$ cat src/rtl/sector_pkg.sv
// Shared types and default geometry for the sector/index strobe tracker.
// Optional input synchroniser is selected with SECTOR_INPUT_SYNC_EN (see strobe_qualifier).
package sector_pkg;

    typedef enum logic {HUNT, LOCKED} sect_state_t;

    typedef logic [3:0] sector_t;

    localparam int SECTORS_DEF       = 16;
    localparam int SECTOR_PERIOD_DEF = 3906;
    localparam int SECTOR_PULSE_W    = 120;

endpackage

$ cat src/rtl/strobe_qualifier.sv
// Glitch filter for the drive strobes: accept fires once per pulse after MIN_PULSE high samples.
// Latency MIN_PULSE cycles (+2 with SECTOR_INPUT_SYNC_EN); no backpressure, strobes are free-running.
module strobe_qualifier #(
    parameter int MIN_PULSE = 8
) (
    input  logic clk25,
    input  logic reset,
    input  logic sector_strobe_i,
    input  logic index_strobe_i,
    output logic accept_o,
    output logic is_index_o
);

    localparam int WW = $clog2(MIN_PULSE + 1);
    localparam logic [WW-1:0] WMAX  = WW'(MIN_PULSE);
    localparam logic [WW-1:0] WLAST = WW'(MIN_PULSE - 1);

    logic          sec_s;
    logic          idx_s;
    logic          sample_ok;
    logic [WW-1:0] width_q, width_d;
    logic          armed_q, armed_d;

`ifdef SECTOR_INPUT_SYNC_EN
    logic [1:0] sec_sync_q;
    logic [1:0] idx_sync_q;
    logic [1:0] prime_q;

    always_ff @(posedge clk25) begin
        if (reset) begin
            sec_sync_q <= 2'b00;
            idx_sync_q <= 2'b00;
            prime_q    <= 2'b00;
        end else begin
            sec_sync_q <= {sec_sync_q[0], sector_strobe_i};
            idx_sync_q <= {idx_sync_q[0], index_strobe_i};
            prime_q    <= {prime_q[0], 1'b1};
        end
    end

    assign sec_s     = sec_sync_q[1];
    assign idx_s     = idx_sync_q[1];
    // The reset-zeroed pipeline must flush before a low sample is trusted.
    assign sample_ok = prime_q[1];
`else
    assign sec_s     = sector_strobe_i;
    assign idx_s     = index_strobe_i;
    assign sample_ok = 1'b1;
`endif

    // A pulse already high when reset releases is never counted: arm only after a low.
    always_comb begin
        armed_d = armed_q;
        width_d = width_q;
        if (!sec_s) begin
            width_d = '0;
            if (sample_ok) armed_d = 1'b1;
        end else if (armed_q && width_q != WMAX) begin
            width_d = width_q + WW'(1);
        end
    end

    always_ff @(posedge clk25) begin
        if (reset) begin
            width_q <= '0;
            armed_q <= 1'b0;
        end else begin
            width_q <= width_d;
            armed_q <= armed_d;
        end
    end

    assign accept_o   = armed_q && sec_s && (width_q == WLAST);
    assign is_index_o = accept_o && idx_s;

endmodule

$ cat src/rtl/sector_pulse_tracker.sv
// Locks to the drive index, tracks the sector number and flags timing/index/timeout faults.
// Outputs registered one cycle after acceptance; no backpressure. Input sync via SECTOR_INPUT_SYNC_EN.
module sector_pulse_tracker
    import sector_pkg::*;
#(
    parameter int SECTORS       = SECTORS_DEF,
    parameter int SECTOR_PERIOD = SECTOR_PERIOD_DEF,
    parameter int TOL           = 64,
    parameter int MIN_PULSE     = 8
) (
    input  logic    clk25,
    input  logic    reset,
    input  logic    sector_strobe,
    input  logic    index_strobe,
    output sector_t sector,
    output logic    locked,
    output logic    sector_start,
    output logic    rev_start,
    output logic    err_timing,
    output logic    err_index,
    output logic    err_timeout
);

    localparam int CW = $clog2(SECTOR_PERIOD + TOL + 2);
    localparam logic [CW-1:0] IMAX = CW'(SECTOR_PERIOD + TOL + 1);
    localparam logic [CW-1:0] ILO  = CW'(SECTOR_PERIOD - TOL);
    localparam logic [CW-1:0] IHI  = CW'(SECTOR_PERIOD + TOL);
    localparam sector_t       LAST = sector_t'(SECTORS - 1);

    logic accept;
    logic is_index;

    strobe_qualifier #(
        .MIN_PULSE (MIN_PULSE)
    ) u_qual (
        .clk25           (clk25),
        .reset           (reset),
        .sector_strobe_i (sector_strobe),
        .index_strobe_i  (index_strobe),
        .accept_o        (accept),
        .is_index_o      (is_index)
    );

    logic [CW-1:0] interval_q, interval_d;
    sect_state_t   state_q, state_d;
    sector_t       sector_q, sector_d;
    logic          locked_q, locked_d;
    logic          ss_q, ss_d, rs_q, rs_d;
    logic          etim_q, etim_d, eidx_q, eidx_d, eto_q, eto_d;
    logic          in_range;
    logic          timeout_hit;

    // Interval reads as the true strobe-to-strobe distance in the acceptance cycle.
    always_comb begin
        if (accept)                interval_d = CW'(1);
        else if (interval_q == IMAX) interval_d = interval_q;
        else                       interval_d = interval_q + CW'(1);
    end

    assign in_range    = (interval_q >= ILO) && (interval_q <= IHI);
    assign timeout_hit = !accept && (interval_d == IMAX) && (interval_q != IMAX);

    always_comb begin
        state_d  = state_q;
        sector_d = sector_q;
        locked_d = locked_q;
        ss_d     = 1'b0;
        rs_d     = 1'b0;
        etim_d   = 1'b0;
        eidx_d   = 1'b0;
        eto_d    = 1'b0;
        case (state_q)
            HUNT: begin
                if (accept && is_index) begin
                    sector_d = '0;
                    locked_d = 1'b1;
                    ss_d     = 1'b1;
                    rs_d     = 1'b1;
                    state_d  = LOCKED;
                end
            end
            LOCKED: begin
                if (accept) begin
                    if (!in_range) begin
                        etim_d   = 1'b1;
                        locked_d = 1'b0;
                        state_d  = HUNT;
                    end else if (is_index) begin
                        // An early index resynchronises rather than dropping lock.
                        sector_d = '0;
                        ss_d     = 1'b1;
                        rs_d     = 1'b1;
                        eidx_d   = (sector_q != LAST);
                    end else if (sector_q == LAST) begin
                        eidx_d   = 1'b1;
                        locked_d = 1'b0;
                        state_d  = HUNT;
                    end else begin
                        sector_d = sector_q + sector_t'(1);
                        ss_d     = 1'b1;
                    end
                end else if (timeout_hit) begin
                    eto_d    = 1'b1;
                    locked_d = 1'b0;
                    state_d  = HUNT;
                end
            end
            default: begin
                state_d  = HUNT;
                locked_d = 1'b0;
            end
        endcase
    end

    always_ff @(posedge clk25) begin
        if (reset) begin
            state_q    <= HUNT;
            interval_q <= '0;
            sector_q   <= '0;
            locked_q   <= 1'b0;
            ss_q       <= 1'b0;
            rs_q       <= 1'b0;
            etim_q     <= 1'b0;
            eidx_q     <= 1'b0;
            eto_q      <= 1'b0;
        end else begin
            state_q    <= state_d;
            interval_q <= interval_d;
            sector_q   <= sector_d;
            locked_q   <= locked_d;
            ss_q       <= ss_d;
            rs_q       <= rs_d;
            etim_q     <= etim_d;
            eidx_q     <= eidx_d;
            eto_q      <= eto_d;
        end
    end

    assign sector       = sector_q;
    assign locked       = locked_q;
    assign sector_start = ss_q;
    assign rev_start    = rs_q;
    assign err_timing   = etim_q;
    assign err_index    = eidx_q;
    assign err_timeout  = eto_q;

endmodule

$ cat config.mk
export PLATFORM = sky130hd
export DESIGN_NAME = sector_pulse_tracker
export DESIGN_NICKNAME = d
export VERILOG_FILES = /design/src/rtl/sector_pkg.sv /design/src/rtl/strobe_qualifier.sv /design/src/rtl/sector_pulse_tracker.sv
export SDC_FILE = /design/constraint.sdc
export NUM_CORES = 1
export LEC_CHECK = 0
export CORE_MARGIN = 5
export CORE_UTILIZATION = 60
export CTS_CLUSTER_DIAMETER = 80
export DETAILED_ROUTE_END_ITERATION = 8
export GPL_ROUTABILITY_DRIVEN = 0
export HOLD_SLACK_MARGIN = 0.12
export PLACE_DENSITY = 0.93
export SLEW_MARGIN = 20
export SYNTH_ARGS = -nofsm -noshare
export SYNTH_HDL_FRONTEND = slang
export SYNTH_SLANG_ARGS = --single-unit
$ cat constraint.sdc
create_clock -name clk25 -period 5.5 [get_ports clk25]
set_input_delay 0.825 -clock clk25 [delete_from_list [all_inputs] [get_ports clk25]]
set_output_delay 0.825 -clock clk25 [all_outputs]
set_load 0.01 [all_outputs]
======== After elaboration in Yosys (flattened, before gate mapping) ========
Index checks and enable logic that the tools add are counted.
storage, ports and cells
  flip-flop bits (word level) ............. 28
  bits of input ports ..................... 4
  output and inout port bits .............. 10
  word-level logic and storage cells ...... 81
operators by class
  muxes and demuxes ....................... 32
  magnitude comparators ................... 2
  bitwise gates (word level) .............. 4
  reductions and logical operators ........ 15
  equal/unequal tests ..................... 14
  $add $sub $neg .......................... 3
operator list
  kind                                                                    number
  12-bit equality test (second input constant)                            2
  12-bit 2-to-1 mux                                                       2
  1-bit 2-to-1 mux                                                        20
  4-bit 2-to-1 mux                                                        5
  12-bit by 1-bit adder with 12-bit output (second input constant)        1
  12-bit >= comparator (second input constant)                            1
  12-bit less-or-equal comparator (second input constant)                 1
  12-bit != test (second input constant)                                  1
  4-bit != test (second input constant)                                   3
  4-bit by 1-bit adder with 4-bit output (second input constant)          2
  1-bit logical AND                                                       8
  1-bit case mux with 2 select lines                                      4
  4-bit case mux with 2 select lines                                      1
  4-bit AND reduction                                                     2
  3-bit OR reduction                                                      2
  4-bit by 3-bit equality test with 1-bit output (second input constant)  1
  4-bit equality test (second input constant)                             1
  2-bit != test (second input constant)                                   2
  4-bit by 3-bit != test with 1-bit output (second input constant)        1
  1-bit inverter                                                          4
  4-bit OR reduction                                                      1
  3-bit by 2-bit != test with 1-bit output (second input constant)        1
  3-bit != test (second input constant)                                   1
  2-bit by 1-bit != test with 1-bit output (second input constant)        1
  other kinds (2)                                                         2

======== Longest topological paths before layout ========
  word-level depth ........................ 9
  gate-level depth with buffers ........... 8
  mapped depth without buffers ............ 7

======== Hierarchy ========
A second synthesis with hierarchy kept.
unflattened totals
  cell total of the unflattened synthesis .. 175
  area total of the unflattened synthesis .. 1536.5 um^2
modules (own cells, without submodules)
  module                cells an instance  area an instance (um^2)  seq. area each (um^2)  instances
  sector_pulse_tracker  144                1258.7                   460.4                  1
  strobe_qualifier      31                 277.8                    100.1                  1

======== Worst setup path before layout ========
No wires, ideal clock.
  kind .................................... input port to flip-flop
  from .................................... input sector_strobe
  to ...................................... register eto_q (netlist: err_timeout)
  buffers on the path ..................... 1
  cell stages on the path ................. 5
  slack ................................... 3471 ps
  arrival time ............................ 1937 ps
  cells stage by stage .................... and4b_1 and2_0 clkbuf_4 or4_1 nor4_1
between the ends
  longest elaborated chain between the ends .. 7
RTL lines
  element                             line                         text
  from (decl)                         sector_pulse_tracker.sv:13   input logic sector_strobe,
  1-bit logical AND (*) (2 in a row)  strobe_qualifier.sv:73       assign accept_o = armed_q && sec_s && (width_q == WLAST);
  12-bit 2-to-1 mux                   sector_pulse_tracker.sv:55   if (accept) interval_d = CW'(1);
  12-bit equality test                sector_pulse_tracker.sv:61   assign timeout_hit = !accept && (interval_d == IMAX) && (interval_q != IMAX);
  1-bit logical AND (2 in a row)      sector_pulse_tracker.sv:61
  1-bit 2-to-1 mux                    sector_pulse_tracker.sv:102  end else if (timeout_hit) begin
  to (signal assigned)                sector_pulse_tracker.sv:135  eto_q <= eto_d;
  to (decl)                           sector_pulse_tracker.sv:49   logic etim_q, etim_d, eidx_q, eidx_d, eto_q, eto_d;
Mark *: on every way between the ends. The rest lies on a longest branch, timed or not.
A chain may end at the register's enable or synchronous reset.

======== Worst setup path in the final report ========
  from .................................... input sector_strobe
  to ...................................... register state_q
between the ends
  longest elaborated chain between the ends .. 9
RTL lines
  element                                 line                         text
  1-bit logical AND (*) (2 in a row)      strobe_qualifier.sv:73
  12-bit 2-to-1 mux                       sector_pulse_tracker.sv:55
  12-bit equality test                    sector_pulse_tracker.sv:61
  1-bit logical AND (2 in a row)          sector_pulse_tracker.sv:61
  1-bit 2-to-1 mux                        sector_pulse_tracker.sv:102
  1-bit 2-to-1 mux                        sector_pulse_tracker.sv:83   if (accept) begin
  1-bit case mux with 2 select lines (*)  sector_pulse_tracker.sv:72   case (state_q)
  to (signal assigned)                    sector_pulse_tracker.sv:127  state_q <= state_d;
  to (decl)                               sector_pulse_tracker.sv:45   sect_state_t state_q, state_d;
Marks and branches as above.

==> results_dict.tcl <==
set metrics [dict create \
    area_growth_pct 8.633 \
    yosys.area_share.xor_xnor_pct 6.952 \
    remaining_drc_errors 0 \
    post_synth_main_area_contributors "sky130_fd_sc_hd__dfxtp_1 34%, sky130_fd_sc_hd__xnor2_1 4.8%, sky130_fd_sc_hd__ha_1 4.6%" \
    asr_flop_ratio_synth_pct 0 \
    synth-warning-count 0 \
    numCtsBuffers 3 \
    firstDrtPassIters 4 \
    yosysSeqAreaShare_pct 34.22 \
    detailed_place_hpwl_um 2498 \
    number_of_pins_exceeding_their_max_slew_limit_in_the_final_report 0 \
    grt_pass1_vias 1330 \
    final_cell_mix "28 x sky130_fd_sc_hd__dfxtp_1, 20 x sky130_fd_sc_hd__nor2_1, 14 x sky130_fd_sc_hd__nand2_1, 13 x sky130_fd_sc_hd__clkdlybuf4s50_1, 11 x sky130_fd_sc_hd__nand3_1" \
    clock_root_buffer "sky130_fd_sc_hd__clkbuf_4" \
    finish.net_count 209 \
    timing.final.ws_setup_ps 3167 \
    core_region_area_um2 2686 \
    port_buffers 13 \
    ctsResizeCount 0 \
    synth_compound_gate_area_share_pct 15.74 \
    finalHoldViolCount 0 \
    fillers 207 \
    cts-root-to-sink-buffers 2 \
    fin_crit_sh_pct 42.43 \
    synth_cell_types 56 \
    die_h_um 62.25 \
    effective_utilization_at_floorplan_pct 60.97 \
    dr_total_vias 1439 \
    number_of_synthesized_flops_with_an_enable_pin 0 \
    max-slew-margin-rel_pct 68.24 \
    synth_nets 201 \
    route.detailed.wl_per_inst_um 14.90 \
    worstPathMaxFanout 7 \
    synthDominantCellAreaShare_pct 34.22 \
    die_width_um 62.25 \
    tritoncts_clock_tree "done" \
    power.static_leakage_uw 0.0006231 \
    postCtsHoldBufs 0 \
    ir_drop_mv 0.1711 \
    worst_setup_end_kind "register" \
    hold_path.class "register to register" \
    synth_top_family_by_area "simple AND/OR/NAND/NOR gates" \
    design.die.area_um2 3874 \
    final-seq-area_um2 560.5 \
    postSynth.topFlopCell "sky130_fd_sc_hd__dfxtp_1" \
    synth_top_area_cell "sky130_fd_sc_hd__dfxtp_1" \
    placement.cell_area_um2 1727 \
    cts_max_level 1 \
    cp-start-kind "input port" \
    yosys.area_share.adder_pct 4.584 \
    antenna_violations_before_repair 0 \
    drv.max_cap_violation_count 0 \
    yosys_register_bits 28 \
    synth_mux_area_share_pct 1.299 \
    finalCriticalPeriod_ps 2333 \
    finalSetupViolCount 0 \
    route.detailed.vias_per_inst 6.284 \
    grt_util_all_layers_pct 19.28 \
    rsz_0062_raised_after_global_routing "no" \
    setup-tns-final_ps 0 \
    stdcell_area_um2 1779 \
    reg_to_reg_startpoint "interval_q[0]" \
    cp.required_ps 5780 \
    grt_remaining_overflow 0 \
    ios 14 \
    skew_ps 5.785 \
    footprint_of_the_multi_input_gates_um2 963.4 \
    cts_num_sinks 28 \
    layout_commonest_cell "sky130_fd_sc_hd__dfxtp_1" \
    power.density_nw_per_um2 211.7 \
    worstSetupPathType "input port to register" \
    worst-endpoint-arrival_ps 2610 \
    grt_max_degree 17 \
    synth_simple_gate_area_share_pct 30.25 \
    initialDrtViolationCount 127 \
    hold_start "u_qual.armed_q" \
    layout-drive-gt1-share_pct 7.576 \
    max_freq_ghz 0.4286 \
    post_cts_buffers 0 \
    grt_pass1_wl_um 6141 \
    syn_area_um2 1638 \
    route.antenna.remaining_nets 0 \
    detail_route.wirelength_um 3413 \
    postSynthCellCount 191 \
    postSynthAreaPerCell_um2 8.575 \
    max_slew.worst_pin.slew_ps 471.4 \
    cp-startpoint "sector_strobe" \
    run_status "complete, no violations" \
    pre_cts_slack_ps 2886 \
    path_clk_slew_ps 160 \
    row_count 19 \
    clock_insertion_delay_worst_skew_ps 340 \
    antenna_cells_inserted 0 \
]
==> metrics by stage <==
| stage | power, uW | std cells | hold slack, ps | utilization (%) |
|---|---|---|---|---|
| 6_report | 376.7 | 229 | 493.1 | 66.23 |
| 5_1_grt | 395.8 | 229 | 545.8 | 66.23 |
| 4_1_cts | 377.4 | 229 | 495.2 | 66.23 |
| 3_5_place_dp | 240.6 | 225 | 473.3 | 64.28 |
| 3_3_place_gp | 239.7 | 225 | 465.9 | 64.28 |
| 2_1_floorplan | 234.1 | 191 | 438.5 | - |
==> layout make-up <==
class,count,share of cell area (%)
inverters,9,1.899
clock inverters,1,1.688
flip-flops and latches,28,31.50
clock buffers,3,1.266
well taps,31,2.180
multi-input cells,144,54.15
repair buffers,13,7.314
==> registers in the layout, indices dropped and copies added, names as in the netlist <==
register,flops
err_index,1
err_timeout,1
err_timing,1
interval_q,12
locked,1
rev_start,1
sector,4
sector_start,1
state_q,1
u_qual.armed_q,1
u_qual.width_q,4
==> where the power goes <==
part / total (uW) / internal, uW / switching [uW]
sequential: 212 / 206 / 6.31
combinational: 24.7 / 10.9 / 13.9
clock: 140 / 73.8 / 66.0
total: 377 / 290 / 86.2
==> worst max-delay path, cell delays in order <==
cell                              delay [ps]
sky130_fd_sc_hd__clkdlybuf4s50_1         500
sky130_fd_sc_hd__and4b_1                 230
sky130_fd_sc_hd__and2_0                  400
sky130_fd_sc_hd__nand2_1                 210
sky130_fd_sc_hd__o32a_1                  330
sky130_fd_sc_hd__o22ai_1                 110
==> logic make-up after synthesis <==
| group | after synthesis |
|---|---|
| AO/OA/AOI/OAI | 37 |
| XOR/XNOR | 13 |
| multiplexers | 2 |
| buffers and inverters | 19 |
| AND/OR/NAND/NOR | 86 |
| adder cells (fa/ha/maj) | 6 |
| flip-flops | 28 |
==> routing by layer <==
metal	global-route usage (%)	routed length [um]
met4	10.30	67
met2	29.79	1633
met5	0	0
met1	24.92	1565
met3	3.964	147
==> worst paths after layout <==
path,slack [ps],cells after the start,to
hold / removal,490,2,u_qual.armed_q
hold reg to reg,490,2,u_qual.armed_q
setup reg to reg,3210,6,state_q
setup / recovery,3170,6,state_q
==> cell usage after synthesis (2+ instances only) <==
library cell and count:
sky130_fd_sc_hd__a41oi_1 2, sky130_fd_sc_hd__ha_1 6, sky130_fd_sc_hd__o21ai_0 5, sky130_fd_sc_hd__a211oi_1 2, sky130_fd_sc_hd__nand3_1 11, sky130_fd_sc_hd__and2_4 2
sky130_fd_sc_hd__nand2_1 14, sky130_fd_sc_hd__xnor2_1 9, sky130_fd_sc_hd__buf_4 5, sky130_fd_sc_hd__nand2b_1 2, sky130_fd_sc_hd__and3_1 4, sky130_fd_sc_hd__buf_6 2
sky130_fd_sc_hd__o21ai_1 2, sky130_fd_sc_hd__and2_1 2, sky130_fd_sc_hd__xor2_1 4, sky130_fd_sc_hd__nor4_1 3, sky130_fd_sc_hd__dfxtp_1 28, sky130_fd_sc_hd__inv_1 9
sky130_fd_sc_hd__a21oi_1 10, sky130_fd_sc_hd__nor2_1 20, sky130_fd_sc_hd__clkbuf_4 2, sky130_fd_sc_hd__nand4b_1 2, sky130_fd_sc_hd__or3_1 2, sky130_fd_sc_hd__nand4_1 7
sky130_fd_sc_hd__nor3_1 5
No activity file was read; power rests on OpenSTA's default activity.
